==> config.mk <==
export PLATFORM = sky130hd
export DESIGN_NAME = event_update_monitor_flat
export DESIGN_NICKNAME = d
export VERILOG_FILES = /design/src/rtl/event_update_monitor_pkg.sv /design/src/rtl/event_update_monitor_if.sv /design/src/rtl/event_update_monitor_evt_fifo.sv /design/src/rtl/event_update_monitor.sv /design/src/flat_wrapper.sv
export SDC_FILE = /design/constraint.sdc
export NUM_CORES = 1
export LEC_CHECK = 0
export CORE_MARGIN = 3
export CORE_UTILIZATION = 55
export CTS_BUF_LIST = sky130_fd_sc_hd__clkbuf_8 sky130_fd_sc_hd__clkbuf_16
export CTS_CLUSTER_SIZE = 30
export DETAILED_ROUTE_END_ITERATION = 10
export PLACE_DENSITY_LB_ADDON = 0.3
export RECOVER_POWER = 50
export SYNTH_ARGS = -nofsm -noshare
export SYNTH_HDL_FRONTEND = slang
export SYNTH_SLANG_ARGS = --single-unit
==> constraint.sdc <==
create_clock -name clk -period 3.36 [get_ports clk]
set_input_delay 0.672 -clock clk [delete_from_list [all_inputs] [get_ports clk]]
set_output_delay 0.672 -clock clk [all_outputs]
set_load 0.05 [all_outputs]
==> src/rtl/event_update_monitor_pkg.sv <==
// Shared definitions for the update/evaluate event monitor.
// Record layout, default sizes and a saturating-increment helper.
package event_update_monitor_pkg;

  localparam int TS_W_DEF  = 8;
  localparam int CNT_W_DEF = 16;
  localparam int DEPTH_DEF = 4;
  localparam int REC_W     = TS_W_DEF + 4;

  localparam int D_BIT  = 0;
  localparam int C_BIT  = 1;
  localparam int B_BIT  = 2;
  localparam int A_BIT  = 3;
  localparam int TS_LSB = 4;

  function automatic logic [31:0] sat_inc(
    input logic [31:0] v,
    input int          w
  );
    logic [31:0] max;
    max = (w >= 32) ? '1 : ((32'd1 << w) - 32'd1);
    return (v >= max) ? v : v + 32'd1;
  endfunction

endpackage

==> src/rtl/event_update_monitor_if.sv <==
// Valid/ready record stream from the monitor to its reader.
// The master drives valid/data, the slave drives ready.
interface event_update_monitor_if
  import event_update_monitor_pkg::*;
#(
  parameter int W = REC_W
);

  logic         evt_valid;
  logic         evt_ready;
  logic [W-1:0] evt_data;

  modport master (
    output evt_valid,
    output evt_data,
    input  evt_ready
  );

  modport slave (
    input  evt_valid,
    input  evt_data,
    output evt_ready
  );

endinterface

==> src/rtl/event_update_monitor_evt_fifo.sv <==
// First-word-fall-through FIFO over registered storage.
// Wrap-bit pointers; full/empty are registered from next pointers.
module evt_fifo #(
  parameter int DEPTH = 4,
  parameter int W     = 12
) (
  input  logic         clk,
  input  logic         rst_n,
  input  logic         push_i,
  input  logic [W-1:0] data_i,
  input  logic         pop_i,
  output logic [W-1:0] data_o,
  output logic         full_o,
  output logic         empty_o
);

  localparam int AW = $clog2(DEPTH);

  logic [W-1:0] mem_q [DEPTH];
  logic [AW:0]  wr_q, wr_d;
  logic [AW:0]  rd_q, rd_d;
  logic         full_q, full_d;
  logic         empty_q, empty_d;
  logic         pop_ok;
  logic         push_ok;

  // A pop frees a slot, so a push is taken when full if popping too.
  always_comb begin
    pop_ok  = pop_i & ~empty_q;
    push_ok = push_i & (~full_q | pop_ok);
    wr_d    = wr_q + (AW+1)'(push_ok);
    rd_d    = rd_q + (AW+1)'(pop_ok);
    empty_d = (wr_d == rd_d);
    full_d  = (wr_d[AW] != rd_d[AW]) &&
              (wr_d[AW-1:0] == rd_d[AW-1:0]);
  end

  // Pointer and flag state.
  always_ff @(posedge clk or negedge rst_n) begin
    if (!rst_n) begin
      wr_q    <= '0;
      rd_q    <= '0;
      full_q  <= 1'b0;
      empty_q <= 1'b1;
    end else begin
      wr_q    <= wr_d;
      rd_q    <= rd_d;
      full_q  <= full_d;
      empty_q <= empty_d;
    end
  end

  // Record storage; contents are masked on the output while empty.
  always_ff @(posedge clk) begin
    if (push_ok) begin
      mem_q[wr_q[AW-1:0]] <= data_i;
    end
  end

  assign data_o  = empty_q ? '0 : mem_q[rd_q[AW-1:0]];
  assign full_o  = full_q;
  assign empty_o = empty_q;

endmodule

==> src/rtl/event_update_monitor.sv <==
// Samples a/b, detects changes, evaluates c/d and queues
// timestamped records; counts events and dropped records.
module event_update_monitor
  import event_update_monitor_pkg::*;
#(
  parameter int DEPTH = DEPTH_DEF,
  parameter int TS_W  = TS_W_DEF,
  parameter int CNT_W = CNT_W_DEF
) (
  input  logic                   clk,
  input  logic                   rst_n,
  input  logic                   a,
  input  logic                   b,
  event_update_monitor_if.master evt,
  output logic [CNT_W-1:0]       evt_count,
  output logic [CNT_W-1:0]       drop_count,
  output logic                   fifo_full,
  output logic                   fifo_empty
);

  localparam int RW = TS_W + 4;

  logic            a_s_q, b_s_q;
  logic            a_p_q, b_p_q;
  logic            s_vld_q;
  logic            primed_q;
  logic [TS_W-1:0] ts_q, ts_d;
  logic [CNT_W-1:0] evt_q, evt_d;
  logic [CNT_W-1:0] drop_q, drop_d;
  logic            upd;
  logic            c, d;
  logic            pop;
  logic            drop;
  logic [RW-1:0]   rec;
  logic [RW-1:0]   head;

  // Sample inputs and keep previous samples; primed lags one edge.
  always_ff @(posedge clk or negedge rst_n) begin
    if (!rst_n) begin
      a_s_q    <= 1'b0;
      b_s_q    <= 1'b0;
      a_p_q    <= 1'b0;
      b_p_q    <= 1'b0;
      s_vld_q  <= 1'b0;
      primed_q <= 1'b0;
    end else begin
      a_s_q    <= a;
      b_s_q    <= b;
      a_p_q    <= a_s_q;
      b_p_q    <= b_s_q;
      s_vld_q  <= 1'b1;
      primed_q <= s_vld_q;
    end
  end

  // Detect, evaluate and build the record for the current cycle.
  always_comb begin
    upd = primed_q & ((a_s_q != a_p_q) | (b_s_q != b_p_q));
    c   = a_s_q & b_s_q;
    d   = a_s_q | (b_s_q ^ c);
    rec = '0;
    rec[D_BIT] = d;
    rec[C_BIT] = c;
    rec[B_BIT] = b_s_q;
    rec[A_BIT] = a_s_q;
    rec[TS_LSB +: TS_W] = ts_q;
  end

  // Next-state for timestamp and saturating counters.
  always_comb begin
    pop    = evt.evt_valid & evt.evt_ready;
    drop   = upd & fifo_full & ~pop;
    ts_d   = ts_q + TS_W'(1);
    evt_d  = evt_q;
    drop_d = drop_q;
    if (upd) begin
      evt_d = CNT_W'(sat_inc(32'(evt_q), CNT_W));
    end
    if (drop) begin
      drop_d = CNT_W'(sat_inc(32'(drop_q), CNT_W));
    end
  end

  // Timestamp and counter registers.
  always_ff @(posedge clk or negedge rst_n) begin
    if (!rst_n) begin
      ts_q   <= '0;
      evt_q  <= '0;
      drop_q <= '0;
    end else begin
      ts_q   <= ts_d;
      evt_q  <= evt_d;
      drop_q <= drop_d;
    end
  end

  evt_fifo #(
    .DEPTH (DEPTH),
    .W     (RW)
  ) u_fifo (
    .clk     (clk),
    .rst_n   (rst_n),
    .push_i  (upd),
    .data_i  (rec),
    .pop_i   (pop),
    .data_o  (head),
    .full_o  (fifo_full),
    .empty_o (fifo_empty)
  );

  assign evt.evt_valid = ~fifo_empty;
  assign evt.evt_data  = head;
  assign evt_count     = evt_q;
  assign drop_count    = drop_q;

endmodule

==> src/flat_wrapper.sv <==
// flat-port wrapper written by rule: the top's interface ports become plain ports
module event_update_monitor_flat import event_update_monitor_pkg::*;
#(
  parameter int DEPTH = DEPTH_DEF,
  parameter int TS_W  = TS_W_DEF,
  parameter int CNT_W = CNT_W_DEF
)
  (clk, rst_n, a, b, evt_count, drop_count, fifo_full, fifo_empty, evt_evt_valid, evt_evt_data, evt_evt_ready);
  event_update_monitor_if #(.W(12)) evt_i ();
  input  logic clk;
  input  logic rst_n;
  input  logic a;
  input  logic b;
  output logic [CNT_W-1:0] evt_count;
  output logic [CNT_W-1:0] drop_count;
  output logic fifo_full;
  output logic fifo_empty;
  output wire logic [$bits(evt_i.evt_valid)-1:0] evt_evt_valid;
  output wire logic [$bits(evt_i.evt_data)-1:0] evt_evt_data;
  input wire logic [$bits(evt_i.evt_ready)-1:0] evt_evt_ready;
  assign evt_evt_valid = evt_i.evt_valid;
  assign evt_evt_data = evt_i.evt_data;
  assign evt_i.evt_ready = evt_evt_ready;
  event_update_monitor #(.DEPTH(DEPTH), .TS_W(TS_W), .CNT_W(CNT_W)) u_core (.clk(clk), .rst_n(rst_n), .a(a), .b(b), .evt(evt_i), .evt_count(evt_count), .drop_count(drop_count), .fifo_full(fifo_full), .fifo_empty(fifo_empty));
endmodule
==> metrics.md <==
| Metric | Value |
|---|---|
| Status | completed |
| Worst slew pin tran | 0.946 ns |
| Worst-path clk slew | 0.10 ns |
| DRC errors left | 0 |
| Critical Path Sink Type | output pin |
| Hold crit path type | flip-flop to flip-flop |
| Storage cell area | 0.00279 mm^2 |
| Yosys Warn Count | 0 |
| # H-tree levels | 3 |
| Core Rows | 31 |
| Max Slew Vio Count | 0 |
| Post-layout net count | 360 |
| Max_slew headroom | 36.9% |
| Crit path cell chain | buf_4, mux4_2, and2_1, clkdlybuf4s50_1 |
| Fraction of registers with async set or reset after synthesis | 52.9% |
| TritonCTS buffer count | 9 |
| Fmax | 0.326 GHz |
| CP Max Fanout | 12 |
| Core ar. | 0.00749 mm^2 |
| Leakage | 2.05 nW |
| Fin util | 69.7% |
| Area fraction of the dominant cell type after synthesis | 33.0% |
| Max Cap Viol | 0 |
| CTS tree | yes |
| Via count | 2,512 |
| Initial Utilization | 58.4% |
| WL final | 7.68 mm |
| Area growth from synthesis to layout | 19.4% |
| Mapped Nets | 297 |
| Die Y | 95.1 um |
| # Post-CTS Setup Buffers | 0 |
| Number of port buffers | 51 |
| Post_cts resized | 0 |
| Post-CTS Hold Fix Bufs | 0 |
| Synthesized flop and latch total | 102 |
| Die ar. | 0.00905 mm^2 |
| Final HPWL DP | 5.30 mm |
| Final setup violating endpoints | 0 |
| Area leader, netlist | edfxtp_1 |
| Main synth FF type | dfrtp_1 |
| GRT Overall Usage | 18.7% |
| Worst clock skew | 0.0141 ns |
| Most common library cells after synthesis | 53 x dfrtp_1, 48 x edfxtp_1, 23 x xor2_1, 15 x xnor2_1, 14 x and2_1 |
| CP max stage delay | 0.69 ns |
| Final Power | 3.92 mW |
| Register area share after synthesis | 63.9% |
| Setup TNS | 0 ns |
| Crit path launch type | flip-flop |
| Min Tclk post-route | 3.07 ns |
| Pin count of the biggest net entering global routing | 38 |
| Post-synth EDFFs | 48 |
| CP bufs+invs | 2 |
| Routed vias/inst | 5.56 |
| Max rail drop VDD | 0.536 mV |
| Synthesized instance count | 285 |
| Most frequent cell after synthesis | dfrtp_1 |
| Clock sink count | 102 |
| Fin Hold WS | 0.356 ns |
| Clk_lat worst skew | 0.35 ns |
| Vias in the first global route | 2,625 |
| RSZ-0062 raised after global routing | no |
| Fin. Hold Viols | 0 |
| Longest Clk Path Bufs | 2 |
| Iteration-0 DRC Markers | 99 |
| Synthesized area | 0.00437 mm^2 |
| Multi-input gate area | 0.00152 mm^2 |
| Clock Tree Root | clkbuf_8 |
| Delay-heaviest family, CP | buffers and inverters |
| Final ANT Viol Nets | 0 |
| First-pass GRT wire length | 13.0 mm |
| Gr ovfl total | 0 |
| Syn avg cell area | 15.3 um^2 |
| Library cells used by synthesis | 44 |
| Ant. Diodes | 0 |
| GP Congestion | 0.774 |
| Routed len/inst | 17.0 um |
| Fin crit share | 91.3% |
| CP arrival | 2.40 ns |
| Synth top area cells | edfxtp_1 33%, dfrtp_1 30%, mux4_2 6.2% |
| I/O Pins | 52 |
| WS Path Type | flip-flop to output pin |
| Slowest-stage cell, CP | clkdlybuf4s50_1 |
| Filler instances | 504 |
| Drt first pass iters | 4 |
| Die W | 95.1 um |
| Initial antenna violation count | 0 |
| Share of post-route cells with drive strength above 1 | 15.9% |
| Power density over the cells | 752 mW/mm^2 |
| Worst EP required | 2.69 ns |
==> stage by stage <==
step	instance area (um^2)	setup WS, ns	instances
2_1_floorplan	4370	0.593	285
3_3_place_gp	5030	0.694	436
3_5_place_dp	5030	0.650	436
4_1_cts	5240	0.249	452
5_1_grt	5220	0.175	452
6_report	5220	0.292	452
==> path summary, 6_finish.rpt <==
check | start | endpoint | slack, ns | cells after the start
worst max-delay path | u_core.u_fifo.rd_q[0] | evt_evt_data[6] | 0.29 | 4
worst min-delay path | u_core.s_vld_q | u_core.primed_q | 0.36 | 0
worst max register to register | u_core.u_fifo.empty_o | u_core.u_fifo.empty_o | 1.23 | 8
worst min register to register | u_core.s_vld_q | u_core.primed_q | 0.36 | 0
max in group asynchronous | rst_n | u_core.evt_count[12] | 1.51 | 2
min in group asynchronous | rst_n | u_core.u_fifo.wr_q[0] | 0.44 | 1
==> cells by family (layout without fill, tap and decap cells) <==
logic type / after synthesis / after routing / synth area share (%)
compound gates: 17 / 17 / 3.04
xor+xnor: 40 / 40 / 8.36
fa+ha+maj: 7 / 7 / 2.00
buf+inv: 11 / 79 / 1.26
flops: 102 / 102 / 63.9
mux: 17 / 17 / 7.47
other cells: 1 / 1 / 0.0858
simple gates: 90 / 90 / 13.8
==> routing by layer <==
layer / part of all wire (%) / wire [um] / track usage, % / up-vias
met1: 47 / 3600 / 26.9 / 1249
met4: 1.1 / 82 / 6.25 / 0
li1: - / - / - / 1207
met2: 49 / 3800 / 29.7 / 48
met3: 2.7 / 207 / 2.68 / 8
met5: 0 / 0 / 0 / -
==> sequential cells by signal, summed over array words and instances, names as in the netlist, 3 cells and up <==
name                 flops
u_core.drop_count       16
u_core.u_fifo.mem_q     48
u_core.evt_count        16
u_core.ts_q              8
u_core.u_fifo.wr_q       3
u_core.u_fifo.rd_q       3
==> placed cells by master (no fill, tap or decap), drive strengths merged, types with 2 or more instances in the layout <==
cell type      instances
o211ai                 7
nand4                  8
dlygate4sd3            3
o2111ai                3
nor2b                  2
nor4b                  4
nand2                  8
and3                  11
nand2b                 2
ha                     7
nand3                 11
mux2                   5
and4                   4
and2                  15
o21ai                  4
dfrtp                 53
mux4                  12
clkbuf                13
nor4                  15
clkinv                 2
buf                    6
nor3                   4
clkdlybuf4s50         47
xnor2                 15
nor2                   4
inv                    7
xor2                  25
edfxtp                48
==> worst register-to-register path, cell delays in order (launching register included) <==
cell      delay (ns)
dfstp_2         0.55
nand2b_1        0.22
and2_1          0.27
nor2_1          0.08
ha_1            0.19
ha_1            0.19
xnor2_1         0.23
xor2_1          0.20
nor2b_1         0.15
==> cell type report <==
class                      instances  share of cell area, %
timing repair buffer              58                   10.6
clock buffer                      11                   3.12
multi-input combinational        172                   29.1
clock inverter                     5                  0.911
inverter                           5                  0.360
tap                               99                   2.37
sequential                       102                   53.5
==> report_power, final <==
part / switching (mW) / internal (mW) / leakage [nW] / total [mW]
Sequential: 0.154 / 1.50 / 1.13 / 1.66
Combinational: 0.897 / 0.597 / 0.811 / 1.49
Clock: 0.424 / 0.348 / 0.105 / 0.772
(Power assumes the default switching activity.)
